===== src/rtl/datapath_sequencer_if.sv =====
// Sequencer <-> datapath bundle: IR/flag/memory/stop inputs and the
// per-cycle control word (bus source, loads, ALU op, strobes, status).
interface datapath_sequencer_if #(
  parameter int DATA_W = 32,
  parameter int IDX_W  = 4
);
  logic [DATA_W-1:0] ir;
  logic              con_ff;
  logic              mem_ready;
  logic              stop;
  logic [3:0]        bus_src;
  logic [IDX_W-1:0]  gpr_sel;
  logic [10:0]       load_en;
  logic              mem_read;
  logic              mem_write;
  logic [4:0]        alu_op;
  logic              run;
  logic              illegal;

  modport master (
    output ir, con_ff, mem_ready, stop,
    input  bus_src, gpr_sel, load_en,
    input  mem_read, mem_write, alu_op,
    input  run, illegal
  );

  modport slave (
    input  ir, con_ff, mem_ready, stop,
    output bus_src, gpr_sel, load_en,
    output mem_read, mem_write, alu_op,
    output run, illegal
  );
endinterface


===== src/rtl/datapath_sequencer.sv =====
// Multi-cycle control unit for the single-bus datapath.
// Ports: clock, clear (async, active-low), bus (slave side of the bundle).
module datapath_sequencer #(
  parameter int DATA_W = 32,
  parameter int IDX_W  = 4
) (
  input  logic clock,
  input  logic clear,
  datapath_sequencer_if.slave bus
);

  typedef enum logic [3:0] {
    S_RST, S_T0, S_T1, S_T2, S_T3,
    S_T4, S_T5, S_T6, S_T7, S_HALT
  } state_t;

  localparam logic [3:0] B_PC  = 4'd1;
  localparam logic [3:0] B_MDR = 4'd2;
  localparam logic [3:0] B_ZHI = 4'd3;
  localparam logic [3:0] B_ZLO = 4'd4;
  localparam logic [3:0] B_HI  = 4'd5;
  localparam logic [3:0] B_LO  = 4'd6;
  localparam logic [3:0] B_GPR = 4'd7;
  localparam logic [3:0] B_BA  = 4'd8;
  localparam logic [3:0] B_C   = 4'd9;
  localparam logic [3:0] B_IN  = 4'd10;

  localparam int L_PC  = 0;
  localparam int L_IR  = 1;
  localparam int L_MAR = 2;
  localparam int L_MDR = 3;
  localparam int L_Y   = 4;
  localparam int L_Z   = 5;
  localparam int L_HI  = 6;
  localparam int L_LO  = 7;
  localparam int L_GPR = 8;
  localparam int L_OUT = 9;
  localparam int L_CON = 10;

  localparam logic [4:0] ALU_INC = 5'h1F;
  localparam logic [4:0] ALU_ADD = 5'h03;

  state_t r_state;
  state_t w_last;
  logic   r_take;

  logic [4:0]       w_op;
  logic [IDX_W-1:0] w_ra;
  logic [IDX_W-1:0] w_rb;
  logic [IDX_W-1:0] w_rc;
  logic             w_unused_ir;

  assign w_op = bus.ir[31:27];
  assign w_ra = IDX_W'(bus.ir[26:23]);
  assign w_rb = IDX_W'(bus.ir[22:19]);
  assign w_rc = IDX_W'(bus.ir[18:15]);
  assign w_unused_ir = ^bus.ir;

  logic w_c_ld, w_c_ldi, w_c_st;
  logic w_c_alur, w_c_alui;
  logic w_c_muld, w_c_unary;
  logic w_c_br, w_c_jr, w_c_jal;
  logic w_c_in, w_c_out;
  logic w_c_mfhi, w_c_mflo;
  logic w_c_nop, w_c_halt, w_c_ill;

  assign w_c_ld    = (w_op == 5'h00);
  assign w_c_ldi   = (w_op == 5'h01);
  assign w_c_st    = (w_op == 5'h02);
  assign w_c_alur  = (w_op >= 5'h03) && (w_op <= 5'h0B);
  assign w_c_alui  = (w_op >= 5'h0C) && (w_op <= 5'h0E);
  assign w_c_muld  = (w_op == 5'h0F) || (w_op == 5'h10);
  assign w_c_unary = (w_op == 5'h11) || (w_op == 5'h12);
  assign w_c_br    = (w_op == 5'h13);
  assign w_c_jr    = (w_op == 5'h14);
  assign w_c_jal   = (w_op == 5'h15);
  assign w_c_in    = (w_op == 5'h16);
  assign w_c_out   = (w_op == 5'h17);
  assign w_c_mfhi  = (w_op == 5'h18);
  assign w_c_mflo  = (w_op == 5'h19);
  assign w_c_nop   = (w_op == 5'h1A);
  assign w_c_halt  = (w_op == 5'h1B);
  assign w_c_ill   = (w_op >= 5'h1C);

  // Final execute step for each opcode class.
  always_comb begin
    w_last = S_T3;
    unique case (1'b1)
      w_c_ld, w_c_st:               w_last = S_T7;
      w_c_muld, w_c_br:             w_last = S_T6;
      w_c_alur, w_c_alui, w_c_ldi:  w_last = S_T5;
      w_c_unary, w_c_jal:           w_last = S_T4;
      default:                      w_last = S_T3;
    endcase
  end

  logic w_wait;
  assign w_wait = !bus.mem_ready &&
                  ((r_state == S_T6 && w_c_ld) ||
                   (r_state == S_T7 && w_c_st));

  // r_take captures con_ff on the T5->T6 edge so the branch PC load
  // in T6 depends on state only, never directly on an input.
  always_ff @(posedge clock or negedge clear) begin
    if (!clear) begin
      r_state <= S_RST;
      r_take  <= 1'b0;
    end else begin
      if (r_state == S_T5) r_take <= bus.con_ff;
      unique case (r_state)
        S_RST:  r_state <= S_T0;
        S_T0:   r_state <= S_T1;
        S_T1:   if (bus.mem_ready) r_state <= S_T2;
        S_T2:   r_state <= S_T3;
        S_HALT: r_state <= S_HALT;
        default: begin
          if (r_state == S_T3 && w_c_halt)
            r_state <= S_HALT;
          else if (w_wait)
            r_state <= r_state;
          else if (r_state >= w_last)
            r_state <= bus.stop ? S_HALT : S_T0;
          else
            r_state <= state_t'(r_state + 4'd1);
        end
      endcase
    end
  end

  logic [3:0]       w_bus;
  logic [IDX_W-1:0] w_sel;
  logic [10:0]      w_load;
  logic             w_mrd;
  logic             w_mwr;
  logic [4:0]       w_alu;
  logic             w_run;
  logic             w_ill;

  always_comb begin
    w_bus  = '0;
    w_sel  = '0;
    w_load = '0;
    w_mrd  = 1'b0;
    w_mwr  = 1'b0;
    w_alu  = '0;
    w_run  = 1'b0;
    w_ill  = 1'b0;
    unique case (r_state)
      S_RST, S_HALT: begin
      end
      S_T0: begin
        w_run = 1'b1;
        w_bus = B_PC;
        w_load[L_MAR] = 1'b1;
        w_load[L_Z]   = 1'b1;
        w_alu = ALU_INC;
      end
      S_T1: begin
        w_run = 1'b1;
        w_bus = B_ZLO;
        w_load[L_PC]  = 1'b1;
        w_load[L_MDR] = 1'b1;
        w_mrd = 1'b1;
      end
      S_T2: begin
        w_run = 1'b1;
        w_bus = B_MDR;
        w_load[L_IR] = 1'b1;
      end
      default: begin
        w_run = 1'b1;
        unique case (1'b1)
          w_c_alur, w_c_alui: begin
            case (r_state)
              S_T3: begin
                w_bus = B_GPR; w_sel = w_rb;
                w_load[L_Y] = 1'b1;
              end
              S_T4: begin
                w_bus = w_c_alui ? B_C : B_GPR;
                w_sel = w_c_alui ? '0 : w_rc;
                w_alu = w_op;
                w_load[L_Z] = 1'b1;
              end
              S_T5: begin
                w_bus = B_ZLO; w_sel = w_ra;
                w_load[L_GPR] = 1'b1;
              end
              default: begin
              end
            endcase
          end
          w_c_unary: begin
            case (r_state)
              S_T3: begin
                w_bus = B_GPR; w_sel = w_rb;
                w_alu = w_op;
                w_load[L_Z] = 1'b1;
              end
              S_T4: begin
                w_bus = B_ZLO; w_sel = w_ra;
                w_load[L_GPR] = 1'b1;
              end
              default: begin
              end
            endcase
          end
          w_c_muld: begin
            case (r_state)
              S_T3: begin
                w_bus = B_GPR; w_sel = w_ra;
                w_load[L_Y] = 1'b1;
              end
              S_T4: begin
                w_bus = B_GPR; w_sel = w_rb;
                w_alu = w_op;
                w_load[L_Z] = 1'b1;
              end
              S_T5: begin
                w_bus = B_ZLO;
                w_load[L_LO] = 1'b1;
              end
              S_T6: begin
                w_bus = B_ZHI;
                w_load[L_HI] = 1'b1;
              end
              default: begin
              end
            endcase
          end
          w_c_ld, w_c_ldi, w_c_st: begin
            case (r_state)
              S_T3: begin
                w_bus = B_BA; w_sel = w_rb;
                w_load[L_Y] = 1'b1;
              end
              S_T4: begin
                w_bus = B_C;
                w_alu = ALU_ADD;
                w_load[L_Z] = 1'b1;
              end
              S_T5: begin
                w_bus = B_ZLO;
                if (w_c_ldi) begin
                  w_sel = w_ra;
                  w_load[L_GPR] = 1'b1;
                end else begin
                  w_load[L_MAR] = 1'b1;
                end
              end
              S_T6: begin
                if (w_c_st) begin
                  w_bus = B_GPR; w_sel = w_ra;
                end else begin
                  w_mrd = 1'b1;
                end
                w_load[L_MDR] = 1'b1;
              end
              S_T7: begin
                if (w_c_st) begin
                  w_mwr = 1'b1;
                end else begin
                  w_bus = B_MDR; w_sel = w_ra;
                  w_load[L_GPR] = 1'b1;
                end
              end
              default: begin
              end
            endcase
          end
          w_c_br: begin
            case (r_state)
              S_T3: begin
                w_bus = B_GPR; w_sel = w_ra;
                w_load[L_CON] = 1'b1;
              end
              S_T4: begin
                w_bus = B_PC;
                w_load[L_Y] = 1'b1;
              end
              S_T5: begin
                w_bus = B_C;
                w_alu = ALU_ADD;
                w_load[L_Z] = 1'b1;
              end
              S_T6: begin
                w_bus = B_ZLO;
                w_load[L_PC] = r_take;
              end
              default: begin
              end
            endcase
          end
          w_c_jr: begin
            if (r_state == S_T3) begin
              w_bus = B_GPR; w_sel = w_ra;
              w_load[L_PC] = 1'b1;
            end
          end
          w_c_jal: begin
            if (r_state == S_T3) begin
              w_bus = B_PC; w_sel = IDX_W'(4'hF);
              w_load[L_GPR] = 1'b1;
            end else if (r_state == S_T4) begin
              w_bus = B_GPR; w_sel = w_ra;
              w_load[L_PC] = 1'b1;
            end
          end
          w_c_in, w_c_mfhi, w_c_mflo: begin
            if (r_state == S_T3) begin
              w_bus = w_c_in   ? B_IN :
                      w_c_mfhi ? B_HI : B_LO;
              w_sel = w_ra;
              w_load[L_GPR] = 1'b1;
            end
          end
          w_c_out: begin
            if (r_state == S_T3) begin
              w_bus = B_GPR; w_sel = w_ra;
              w_load[L_OUT] = 1'b1;
            end
          end
          w_c_ill: begin
            w_ill = (r_state == S_T3);
          end
          default: begin
          end
        endcase
      end
    endcase
  end

  assign bus.bus_src   = w_bus;
  assign bus.gpr_sel   = w_sel;
  assign bus.load_en   = w_load;
  assign bus.mem_read  = w_mrd;
  assign bus.mem_write = w_mwr;
  assign bus.alu_op    = w_alu;
  assign bus.run       = w_run;
  assign bus.illegal   = w_ill;

endmodule


===== src/flat_wrapper.sv =====
// flat-port wrapper written by rule: the top's interface ports become plain ports
module datapath_sequencer_flat 
#(
  parameter int DATA_W = 32,
  parameter int IDX_W  = 4
)
  (clock, clear, bus_ir, bus_con_ff, bus_mem_ready, bus_stop, bus_bus_src, bus_gpr_sel, bus_load_en, bus_mem_read, bus_mem_write, bus_alu_op, bus_run, bus_illegal);
  datapath_sequencer_if #(.DATA_W(DATA_W), .IDX_W(IDX_W)) bus_i ();
  input  logic clock;
  input  logic clear;
  input wire logic [$bits(bus_i.ir)-1:0] bus_ir;
  input wire logic [$bits(bus_i.con_ff)-1:0] bus_con_ff;
  input wire logic [$bits(bus_i.mem_ready)-1:0] bus_mem_ready;
  input wire logic [$bits(bus_i.stop)-1:0] bus_stop;
  output wire logic [$bits(bus_i.bus_src)-1:0] bus_bus_src;
  output wire logic [$bits(bus_i.gpr_sel)-1:0] bus_gpr_sel;
  output wire logic [$bits(bus_i.load_en)-1:0] bus_load_en;
  output wire logic [$bits(bus_i.mem_read)-1:0] bus_mem_read;
  output wire logic [$bits(bus_i.mem_write)-1:0] bus_mem_write;
  output wire logic [$bits(bus_i.alu_op)-1:0] bus_alu_op;
  output wire logic [$bits(bus_i.run)-1:0] bus_run;
  output wire logic [$bits(bus_i.illegal)-1:0] bus_illegal;
  assign bus_i.ir = bus_ir;
  assign bus_i.con_ff = bus_con_ff;
  assign bus_i.mem_ready = bus_mem_ready;
  assign bus_i.stop = bus_stop;
  assign bus_bus_src = bus_i.bus_src;
  assign bus_gpr_sel = bus_i.gpr_sel;
  assign bus_load_en = bus_i.load_en;
  assign bus_mem_read = bus_i.mem_read;
  assign bus_mem_write = bus_i.mem_write;
  assign bus_alu_op = bus_i.alu_op;
  assign bus_run = bus_i.run;
  assign bus_illegal = bus_i.illegal;
  datapath_sequencer #(.DATA_W(DATA_W), .IDX_W(IDX_W)) u_core (.clock(clock), .clear(clear), .bus(bus_i));
endmodule

===== config.mk =====
export PLATFORM = sky130hd
export DESIGN_NAME = datapath_sequencer_flat
export DESIGN_NICKNAME = d
export VERILOG_FILES = /design/src/rtl/datapath_sequencer_if.sv /design/src/rtl/datapath_sequencer.sv /design/src/flat_wrapper.sv
export SDC_FILE = /design/constraint.sdc
export NUM_CORES = 1
export LEC_CHECK = 0
export CAP_MARGIN = 20
export CORE_MARGIN = 2
export CORE_UTILIZATION = 35
export CTS_CLUSTER_DIAMETER = 30
export DETAILED_ROUTE_END_ITERATION = 8
export GPL_ROUTABILITY_DRIVEN = 1
export PLACE_DENSITY = 0.67
export SLEW_MARGIN = 5
export SYNTH_ARGS = -nofsm -noshare
export SYNTH_HDL_FRONTEND = slang
export SYNTH_SLANG_ARGS = --single-unit
export TNS_END_PERCENT = 30

===== constraint.sdc =====
create_clock -name clock -period 3.1 [get_ports clock]
set_clock_uncertainty 0.05 [all_clocks]
set_input_delay 0.93 -clock clock [delete_from_list [all_inputs] [get_ports clock]]
set_output_delay 0.93 -clock clock [all_outputs]
set_load 0.01 [all_outputs]

==> results.md <==
| Quantity | This run | Unit |
| --- | --- | --- |
| Crit end category | primary output | - |
| Placed cell count | 483 | - |
| Setup violators final | 24 | - |
| Total of buffers placed on input and output ports | 49 | - |
| CTS buffer count | 3 | - |
| Post-route setup TNS | -6.12 | ns |
| Highest fanout seen on the critical path | 10 | - |
| Max Cap Violations | 0 | - |
| Failing checks | negative setup slack | - |
| Leftover overflow at the end of global routing | 0 | - |
| Status | finished with violations | - |
| Library cell with the largest summed area after synthesis | sky130_fd_sc_hd__dfrtp_1 | - |
| Classification of the worst-slack hold path | reg -> reg | - |
| Detail-routed via count per cell | 6.16 | - |
| Top-level I/O count | 65 | - |
| Final worst path period need | 3.58 | ns |
| Type of the setup path with the least slack | in -> out | - |
| Clk buf depth | 2 | - |
| Number of stages on the worst setup path | 10 | - |
| Post-detailed-placement cell area | 0.00323 | mm² |
| Total DRC errors in the routed layout | 0 | - |
| Placeable core area | 0.00517 | mm² |
| Slowest library cell on the worst path | sky130_fd_sc_hd__o41a_1 | - |
| Pin count of the biggest net entering global routing | 16 | - |
| Max Slew Vio Count | 0 | - |
| Sequential-to-total area share from yosys stat | 6.59 | % |
| Root cell of the clock tree | sky130_fd_sc_hd__clkbuf_8 | - |
| Final clock period utilization by the worst path | 116 | % |
| Post-synthesis area per instance | 6.61 | µm² |
| GRT Resource Usage Total | 30.0 | % |
| Wire per inst | 19.3 | µm |
| End point of the worst hold path | u_core.r_take | - |
| Yosys warning total | 0 | - |
| Biggest cell delay along the critical path | 0.32 | ns |
| Maximum clock rate | 279 | MHz |
| Power density cells | 579 | mW/mm² |
| Antenna fix cells | 0 | - |
| Max-slew headroom | 65.6 | % |
| Required arrival time at the worst endpoint | 2.12 | ns |
| Number of buffers inserted for hold repair after clock tree synthesis | 0 | - |
| Worst-path clk slew | 0.03 | ns |
| Post-synth net total | 332 | - |
| Sink Count | 5 | - |
| Clock latency on the worst-skew pair | 0.21 | ns |
| Die height | 77.6 | µm |
| Origin of the worst min-delay path | u_core.r_take | - |
| Final weighted congestion in routability-driven placement | 1.02 | - |
| CTS HTree Levels | 1 | - |
| Die outline width | 77.6 | µm |
| Ratio of cells with drive above 1 in the final layout | 53.0 | % |
| Final number of hold-violating endpoints | 0 | - |
| Crit path launch type | primary input | - |
| HPWL after detailed placement | 6710 | µm |
| Highest ir drop seen on vdd | 0.000571 | V |
| Worst path setup slack after routing | -0.484 | ns |
| Final cell count without fillers | 513 | - |
| 1st-iter DRT viols | 430 | - |
| Vias in the first global route | 2,941 | - |
| Synthesis-to-layout area growth | 104 | % |
| Synth top area share | 6.59 | % |
| Starting density of the core | 36.7 | % |
| EDFF count, synth | 0 | - |
| Antenna violations before repair | 0 | - |
| Total length of routed wires | 9920 | µm |
| TritonCTS clock tree | built | - |
| R2r startpoint | u_core.r_state[1] | - |
| RSZ-0062 raised after global routing | true | - |
| Reg-to-reg endpoint | u_core.r_state[0] | - |
| Synth top area cells | sky130_fd_sc_hd__dfrtp_1, sky130_fd_sc_hd__o21ai_0, sky130_fd_sc_hd__nor2_1, sky130_fd_sc_hd__ha_1, sky130_fd_sc_hd__a21oi_1 | - |
| Static leakage power | 1.71 | nW |
| Overall via count from detail_route | 3,161 | - |
| Worst R2R Path Depth | 9 | - |
| Register bit total from synthesis | 5 | - |
| Site Rows | 26 | - |
| Instance count along the most critical hold path | 1 | - |
| Sum of buffers and inverters on the critical path | 6 | - |
| Arrival @ worst endpoint | 2.60 | ns |
| Post-Syn Instances | 287 | - |
| Relative contribution of combinational cells to total power | 89.0 | % |
| Global-route wire length before repair | 14,800 | µm |
| Hold Slack | 0.484 | ns |
| Register share of total power | 5.8 | % |
| Reg-to-reg slack, setup | 0.68 | ns |
| Ys flop type | sky130_fd_sc_hd__dfrtp_1 | - |
| Syn Std Cell Area | 0.00190 | mm² |
| Async set-or-reset flop fraction in the synthesized netlist | 100 | % |
| Number of detailed-routing iterations run before antenna repair | 8 | - |
| Worst slew pin tran | 0.513 | ns |
| Non-Filler Cell Area, Final | 0.00387 | mm² |
| # nets final | 489 | - |
| Part of the total power dissipated in the clock network | 5.2 | % |
| Internal portion of total power | 0.00119 | W |
| Post-layout total power | 0.00224 | W |
| Cell type group with the largest total delay on the critical path | compound AO/OA/AOI/OAI gates | - |
| Fraction of power spent switching nets | 47.1 | % |
| Chain of cells forming the critical path | buf_4 -> buf_6 -> buf_12 -> a22oi_4 -> buf_6 -> buf_4 -> o22ai_1 -> o21a_1 -> o41a_1 -> buf_2 | - |
| Remaining number of nets flagged by the antenna check after routing | 0 | - |
| Synth unique cells | 70 | - |
| Switching pwr | 0.00106 | W |
| Die area | 0.00603 | mm² |
## cell type report
class                           count  area, µm²
Clock buffer                        4       45.0
Timing Repair Buffer              178       1540
Fill cell                         376       1300
Sequential cell                     5        125
Multi-Input combinational cell    245       2040
Inverter                           11       43.8
Tap cell                           70       87.6
## worst reg2reg max path: cells and delay by family (launching register included)
family,cells,cell delay (ns)
buf+inv,3,0.47
simple gates,3,0.67
compound gates,2,0.56
fa+ha+maj,1,0.20
flops,1,0.37
## worst max-delay path by stage
| stage | startpoint | end | slack [ns] |
|---|---|---|---|
| after floorplan | bus_ir[30] | bus_gpr_sel[0] | -0.1 |
| after global placement | bus_ir[30] | bus_bus_src[0] | -1.39 |
| after detailed placement | bus_ir[30] | bus_bus_src[0] | -1.42 |
| after CTS | bus_ir[29] | bus_gpr_sel[2] | -0.54 |
| after global routing | bus_ir[31] | bus_gpr_sel[3] | -0.50 |
| final | bus_ir[31] | bus_gpr_sel[3] | -0.48 |
## power by group through the flow
stage	logic (W)	clock network (W)	registers, W
global route	0.00212	0.000127	0.000137
global placement	0.00177	0	0.000129
detailed placement	0.00179	0	0.000132
CTS	0.00193	0.000120	0.000131
floorplan	0.000886	0	0.000129
finish	0.00200	0.000117	0.000131
## metal layers
layer	vias to the layer above	GRT usage, %	wire [µm]
met5	-	0	0
met4	0	5.00	429
met3	52	3.14	905
met2	244	53.4	4580
met1	1460	39.5	4000
li1	1405	-	-
## per-stage QoR
stage | worst slack [ns] | utilization [%]
detailed placement | -1.42 | 62.4
global route | -0.503 | 74.9
global placement | -1.39 | 62.4
CTS | -0.538 | 72.3
finish | -0.484 | 74.9
floorplan | -0.0950 | -
## cells in the final DEF, fill, tap and decap left out, drive strengths merged, types with 7 or more instances in the layout
| master | netlist | layout |
|---|---|---|
| clkdlybuf4s50 | 0 | 18 |
| buf | 14 | 156 |
| nand2b | 10 | 10 |
| a22oi | 7 | 7 |
| o21ai | 25 | 25 |
| inv | 11 | 11 |
| nor3 | 10 | 10 |
| ha | 8 | 8 |
| nand3 | 16 | 16 |
| a21oi | 18 | 18 |
| a21o | 9 | 9 |
| nand2 | 24 | 24 |
| nor2 | 27 | 27 |
## Yosys cell counts (5+ instances only)
cell	n
sky130_fd_sc_hd__a21o_1	9
sky130_fd_sc_hd__nor3_1	8
sky130_fd_sc_hd__nand4_1	5
sky130_fd_sc_hd__ha_1	8
sky130_fd_sc_hd__nand2b_1	9
sky130_fd_sc_hd__o21ai_0	23
sky130_fd_sc_hd__clkbuf_1	12
sky130_fd_sc_hd__a22oi_1	6
sky130_fd_sc_hd__nor2_1	27
sky130_fd_sc_hd__a21oi_1	18
sky130_fd_sc_hd__o22ai_1	5
sky130_fd_sc_hd__nand3_1	16
sky130_fd_sc_hd__nand2_1	24
sky130_fd_sc_hd__dfrtp_1	5
sky130_fd_sc_hd__buf_2	11
sky130_fd_sc_hd__a41oi_1	5
sky130_fd_sc_hd__inv_1	9
## logic make-up after synthesis
family / Yosys count / share of synthesized area [%]
compound gates: 105 / 39.5
simple gates: 125 / 36.7
xor+xnor: 2 / 0.923
buf+inv: 37 / 8.24
mux: 5 / 2.83
flops: 5 / 6.59
fa+ha+maj: 8 / 5.27
## registers in the layout, indices dropped and copies added (netlist names)
| register | count |
|---|---|
| u_core.r_state | 4 |
| u_core.r_take | 1 |
## what timing repair did
action                     4_1_cts  5_1_grt
buffers inserted                20        9
gates cloned                     1        0
setup endpoints to repair       30       28
pin swaps                       36       23
gates resized for setup        196       34
No activity file was read; power rests on OpenSTA's default activity.
